==> src/rtl/shared_ram_arbiter.sv <==
// Shares one single-port block RAM between a host (run=0) and NUM_CORES shader
// cores (run=1) with a same-cycle round-robin grant and one-cycle read returns.
module shared_ram_arbiter #(
  parameter int WORD_WIDTH    = 32,
  parameter int ADDRESS_WIDTH = 16,
  parameter int NUM_CORES     = 4
) (
  input  logic                               clock,
  input  logic                               reset,
  input  logic                               run,
  input  logic [ADDRESS_WIDTH-1:0]           host_address,
  input  logic                               host_write,
  input  logic                               host_read,
  input  logic [WORD_WIDTH-1:0]              host_write_data,
  output logic [WORD_WIDTH-1:0]              host_read_data,
  output logic                               host_read_valid,
  input  logic [NUM_CORES-1:0]               core_req,
  input  logic [NUM_CORES-1:0]               core_write,
  input  logic [NUM_CORES*ADDRESS_WIDTH-1:0] core_address,
  input  logic [NUM_CORES*WORD_WIDTH-1:0]    core_write_data,
  output logic [NUM_CORES-1:0]               core_ack,
  output logic [WORD_WIDTH-1:0]              core_read_data,
  output logic [NUM_CORES-1:0]               core_read_valid,
  output logic [ADDRESS_WIDTH-3:0]           ram_address,
  output logic                               ram_write,
  output logic [WORD_WIDTH-1:0]              ram_write_data,
  input  logic [WORD_WIDTH-1:0]              ram_read_data,
  output logic [31:0]                        conflict_count
);

  localparam int PTR_W = (NUM_CORES > 1) ? $clog2(NUM_CORES) : 1;
  localparam logic [PTR_W:0] NUM_CORES_W = NUM_CORES[PTR_W:0];

  logic [PTR_W-1:0]     rr_ptr;
  logic [PTR_W-1:0]     rr_next;
  logic                 grant_valid;
  logic [PTR_W-1:0]     grant_idx;
  logic [NUM_CORES-1:0] grant_onehot;
  logic                 host_pend;
  logic [NUM_CORES-1:0] core_pend;
  logic [31:0]          conflict_cnt;
  logic                 conflict;
  logic                 addr_lsb_unused;

  // Round-robin scan starting at rr_ptr; nothing is granted while host owns RAM or in reset.
  always_comb begin
    logic [PTR_W:0] sum;
    logic [PTR_W:0] inc;
    sum         = '0;
    inc         = '0;
    grant_valid = 1'b0;
    grant_idx   = '0;
    for (int k = 0; k < NUM_CORES; k++) begin
      sum = {1'b0, rr_ptr} + (PTR_W + 1)'(k);
      if (sum >= NUM_CORES_W) sum = sum - NUM_CORES_W;
      if (!grant_valid && core_req[sum[PTR_W-1:0]]) begin
        grant_valid = 1'b1;
        grant_idx   = sum[PTR_W-1:0];
      end
    end
    if (reset || !run) begin
      grant_valid = 1'b0;
      grant_idx   = '0;
    end
    inc = {1'b0, grant_idx} + (PTR_W + 1)'(1);
    if (inc >= NUM_CORES_W) inc = '0;
    rr_next      = inc[PTR_W-1:0];
    grant_onehot = grant_valid ? (NUM_CORES'(1) << grant_idx) : '0;
  end

  assign core_ack = grant_onehot;

  always_comb begin
    ram_address     = '0;
    ram_write       = 1'b0;
    ram_write_data  = '0;
    addr_lsb_unused = ^host_address[1:0];
    for (int i = 0; i < NUM_CORES; i++) begin
      addr_lsb_unused = addr_lsb_unused ^ (^core_address[i*ADDRESS_WIDTH +: 2]);
    end
    if (!run) begin
      ram_address    = host_address[ADDRESS_WIDTH-1:2];
      ram_write      = host_write & ~reset;
      ram_write_data = host_write_data;
    end else begin
      for (int i = 0; i < NUM_CORES; i++) begin
        if (grant_onehot[i]) begin
          ram_address    = core_address[i*ADDRESS_WIDTH+2 +: ADDRESS_WIDTH-2];
          ram_write      = core_write[i];
          ram_write_data = core_write_data[i*WORD_WIDTH +: WORD_WIDTH];
        end
      end
    end
  end

  assign conflict = run & ~reset & (|(core_req & (core_req - NUM_CORES'(1))));

  always_ff @(posedge clock) begin
    if (reset) begin
      rr_ptr       <= '0;
      host_pend    <= 1'b0;
      core_pend    <= '0;
      conflict_cnt <= '0;
    end else begin
      if (grant_valid) rr_ptr <= rr_next;
      host_pend <= ~run & host_read & ~host_write;
      core_pend <= grant_onehot & ~core_write;
      if (conflict && (conflict_cnt != 32'hFFFF_FFFF)) conflict_cnt <= conflict_cnt + 32'd1;
    end
  end

  // Return strobes come from registers, so reset must mask a read launched the cycle before.
  assign host_read_valid = host_pend & ~reset;
  assign core_read_valid = core_pend & {NUM_CORES{~reset}};
  assign host_read_data  = ram_read_data;
  assign core_read_data  = ram_read_data;
  assign conflict_count  = reset ? 32'd0 : conflict_cnt;

endmodule

==> config.mk <==
export PLATFORM = sky130hd
export DESIGN_NAME = shared_ram_arbiter
export DESIGN_NICKNAME = d
export VERILOG_FILES = /design/src/rtl/shared_ram_arbiter.sv
export SDC_FILE = /design/constraint.sdc
export NUM_CORES = 1
export LEC_CHECK = 0
export BUFFER_PORTS_ARGS = -buffer_cell sky130_fd_sc_hd__buf_2
export CORE_AREA = 2 2 172 174
export CTS_BUF_LIST = sky130_fd_sc_hd__clkbuf_16
export CTS_CLUSTER_DIAMETER = 120
export DETAILED_ROUTE_END_ITERATION = 7
export DIE_AREA = 0 0 174 176
export PLACE_DENSITY = 0.51
export SYNTH_ARGS = -nofsm -noshare
export SYNTH_HDL_FRONTEND = slang
export SYNTH_SLANG_ARGS = --single-unit
==> constraint.sdc <==
create_clock -name clock -period 5.8 [get_ports clock]
set_input_delay 1.16 -clock clock [delete_from_list [all_inputs] [get_ports clock]]
set_output_delay 1.16 -clock clock [all_outputs]
set_load 0.1 [all_outputs]
==> results.yml <==
status:
  status: "complete, no violations"
run:
  maxCapViolCount: 0
route:
  post-route-drc-count: 0
  wl_per_cell_um: 18.8
  drt_iter0_drc: 251
  postRouteAntennaNets: 0
  vias_per_cell: 4.45
  num_vias: 5361
  wirelength_um: 22600
  dr.pass1.iters: 4
setup_path:
  start_kind: "input pin"
  regToRegStartpoint: "rr_ptr[1]"
  path_max_fanout: 21
  critPathKind: "in -> out"
  worstSetupEndpointType: "primary output"
  critPathLaunch: "reset"
  critical_path_arrival_ns: 4.16
  required_ns: 4.64
synth:
  async_reset_ff_share_pct: 0
  synth_edf_count: 0
  synth_common_cells: "nor2_1 (82), buf_4 (64), o22ai_1 (47)"
  syn_area_per_cell_sq_um: 7.31
  yosys.cell_types.count: 58
  synth_top_area_share_pct: 18.5
  yosysSeqAreaShare_pct: 18.5
  synth-seq-cells: 39
  syn_area_sq_mm: 0.00423
  syn_inst: 578
  ys_top_cells_by_area: "dfxtp_1 (18%), buf_4 (11%), a221oi_1 (9.5%)"
  yosys_warnings: 0
  yosysMostFrequentCell: "nor2_1"
  synth_flop_cell: "dfxtp_1"
  syn_nets: 868
  yosys.area.top_type: "dfxtp_1"
min_path:
  min_path_type: "reg -> reg"
  min_from: "conflict_cnt[30]"
grt:
  first_global_vias: 5069
  grt_max_degree: 72
  antenna_found_initial: 5
  grt_overflow: 0
  grt_usage_pct: 13.7
  grt_pass1_wl_um: 32300
sta:
  hold_slack_ns: 0.509
  fin_setup_tns_ns: 0
  setup_violations: 0
  final.setup_skew_ns: 0.00302
  rsz0062_at_grt: "no"
  fin_crit_sh_pct: 91.7
  relSlewSlack_pct: 30.3
  worstMarginPinSlew_ns: 1.05
  maxSlewViolCount: 0
  finalHoldViolations: 0
  fmax_ghz: 0.188
  period_minus_slack_ns: 5.32
  finalWorstSetupSlack_ns: 0.484
final_layout:
  drive_gt1_share_pct: 52.0
  area_growth_syn_to_layout_pct: 63.7
  multi_input_area_sq_mm: 0.00298
  fillCellCount: 3231
  fin_area_sq_mm: 0.00692
  regArea_sq_um: 781
  nets: 1109
placed_design:
  placedInstanceArea_sq_mm: 0.00678
  gp_congestion: 0.766
  pre_cts_ws_ns: 0.569
  place_hpwl_um: 19100
  port_buffers: 330
floorplanning:
  die-area_sq_mm: 0.0306
  chipHeight_um: 176
  row_count: 62
  io_pins: 437
  core-area_sq_mm: 0.0285
  initial_core_util_pct: 14.8
  die_width_um: 174
clock_network:
  ctsLongestPathBuffers: 2
  worstSkewPairLatency_ns: 0.28
  cts_root_buf: "clkbuf_16"
  htree_levels: 2
  cts_setup_buffers: 0
  clkTransAtPathRegs_ns: 0.06
  hold_buffers: 0
  cts.sinks: 39
  ctsResizeCount: 0
  cts_tree: "built"
  cts_made_buffers: 5
power_and_ir_drop:
  p_switching_mw: 0.517
  leakage_nw: 2.99
  clkPwrFrac_pct: 22.1
  vdd_drop_max_mv: 0.105
  seq_power_share_pct: 23.3
  power_frac_comb_pct: 54.7
  internal_power_mw: 0.656
  power_density_mw_per_mm2: 170
  sw_frac_of_total_pct: 44.1
==> power groups by stage <==
stage	logic (mW)	registers [mW]	clock network [mW]
after floorplan	0.571	0.278	0
after global placement	0.643	0.279	0
after detailed placement	0.646	0.279	0
after CTS	0.648	0.273	0.266
after global routing	0.670	0.274	0.277
final	0.641	0.273	0.259
==> through the flow <==
stage	total power [mW]	utilization (%)	std cells
floorplan	0.849	-	578
global placement	0.922	23.8	1196
detailed placement	0.926	23.8	1196
CTS	1.19	24.2	1204
global route	1.22	24.2	1204
finish	1.17	24.2	1205
==> state kept, by name (all words and copies together), names as in the netlist <==
register / cells
conflict_cnt: 32
core_pend: 4
rr_ptr: 2
host_pend: 1
==> cells in the final DEF, fill, tap and decap left out, drive strengths merged, types with 2 or more instances in the layout <==
cell type / instances
a211oi: 45
a21oi: 10
a221oi: 46
and2: 3
and3: 5
and4: 4
buf: 342
clkbuf: 5
dfxtp: 39
ha: 5
inv: 16
mux2: 17
nand2: 21
nand3: 16
nand3b: 3
nand4: 9
nor2: 83
nor2b: 33
nor3: 10
nor3b: 3
nor4: 3
nor4b: 2
o211a: 2
o211ai: 3
o21a: 2
o21ai: 15
o22ai: 47
or3: 6
or4: 7
xnor2: 2
==> kinds of logic (layout without fill, tap and decap cells) <==
logic type	Yosys count	count (layout)	synth area share, %
and+or+nand+nor	211	211	26.2
muxes	18	18	4.77
AOI/OAI and AO/OA	179	179	31.1
xor gates and xnor gates	3	3	0.622
other	0	1	0
buffers and inverters	122	364	17.1
adders and majority gates	6	6	1.72
DFF	39	39	18.5
==> final timing paths <==
kind | endpoint | slack [ns] | cells after the start
worst min-delay path | conflict_cnt[30] | 0.51 | 2
worst max register to register | core_pend[1] | 3.29 | 8
worst max-delay path | ram_write_data[29] | 0.48 | 11
worst min register to register | conflict_cnt[30] | 0.51 | 2
==> worst max-delay path, cell delays in order <==
cell and delay, ns:
buf_2 0.12, and2b_1 0.32, o21ai_2 0.09, nor3_1 0.34, inv_1 0.11, ha_1 0.31, nor2_1 0.22, o21ai_4 0.22
a221oi_1 0.91, a211oi_2 0.11, buf_12 0.23
==> cell type report <==
type / instances / area share [%]
Clock buffer: 5 / 1.81
Sequential cell: 39 / 11.3
Multi-Input combinational cell: 417 / 43.1
Inverter: 14 / 0.759
Antenna cell: 1 / 0.0362
Timing Repair Buffer: 342 / 35.9
Tap cell: 384 / 6.94
Clock inverter: 3 / 0.181
==> metal layers <==
| metal | track usage (%) | part of all wire, % | up-vias |
|---|---|---|---|
| met3 | 3.60 | 9.4 | 12 |
| met2 | 23.7 | 49 | 282 |
| met5 | 0 | 0.10 | - |
| met4 | 1.37 | 0.51 | 4 |
| met1 | 17.8 | 41 | 2451 |
| li1 | - | - | 2612 |
(Power assumes the default switching activity.)
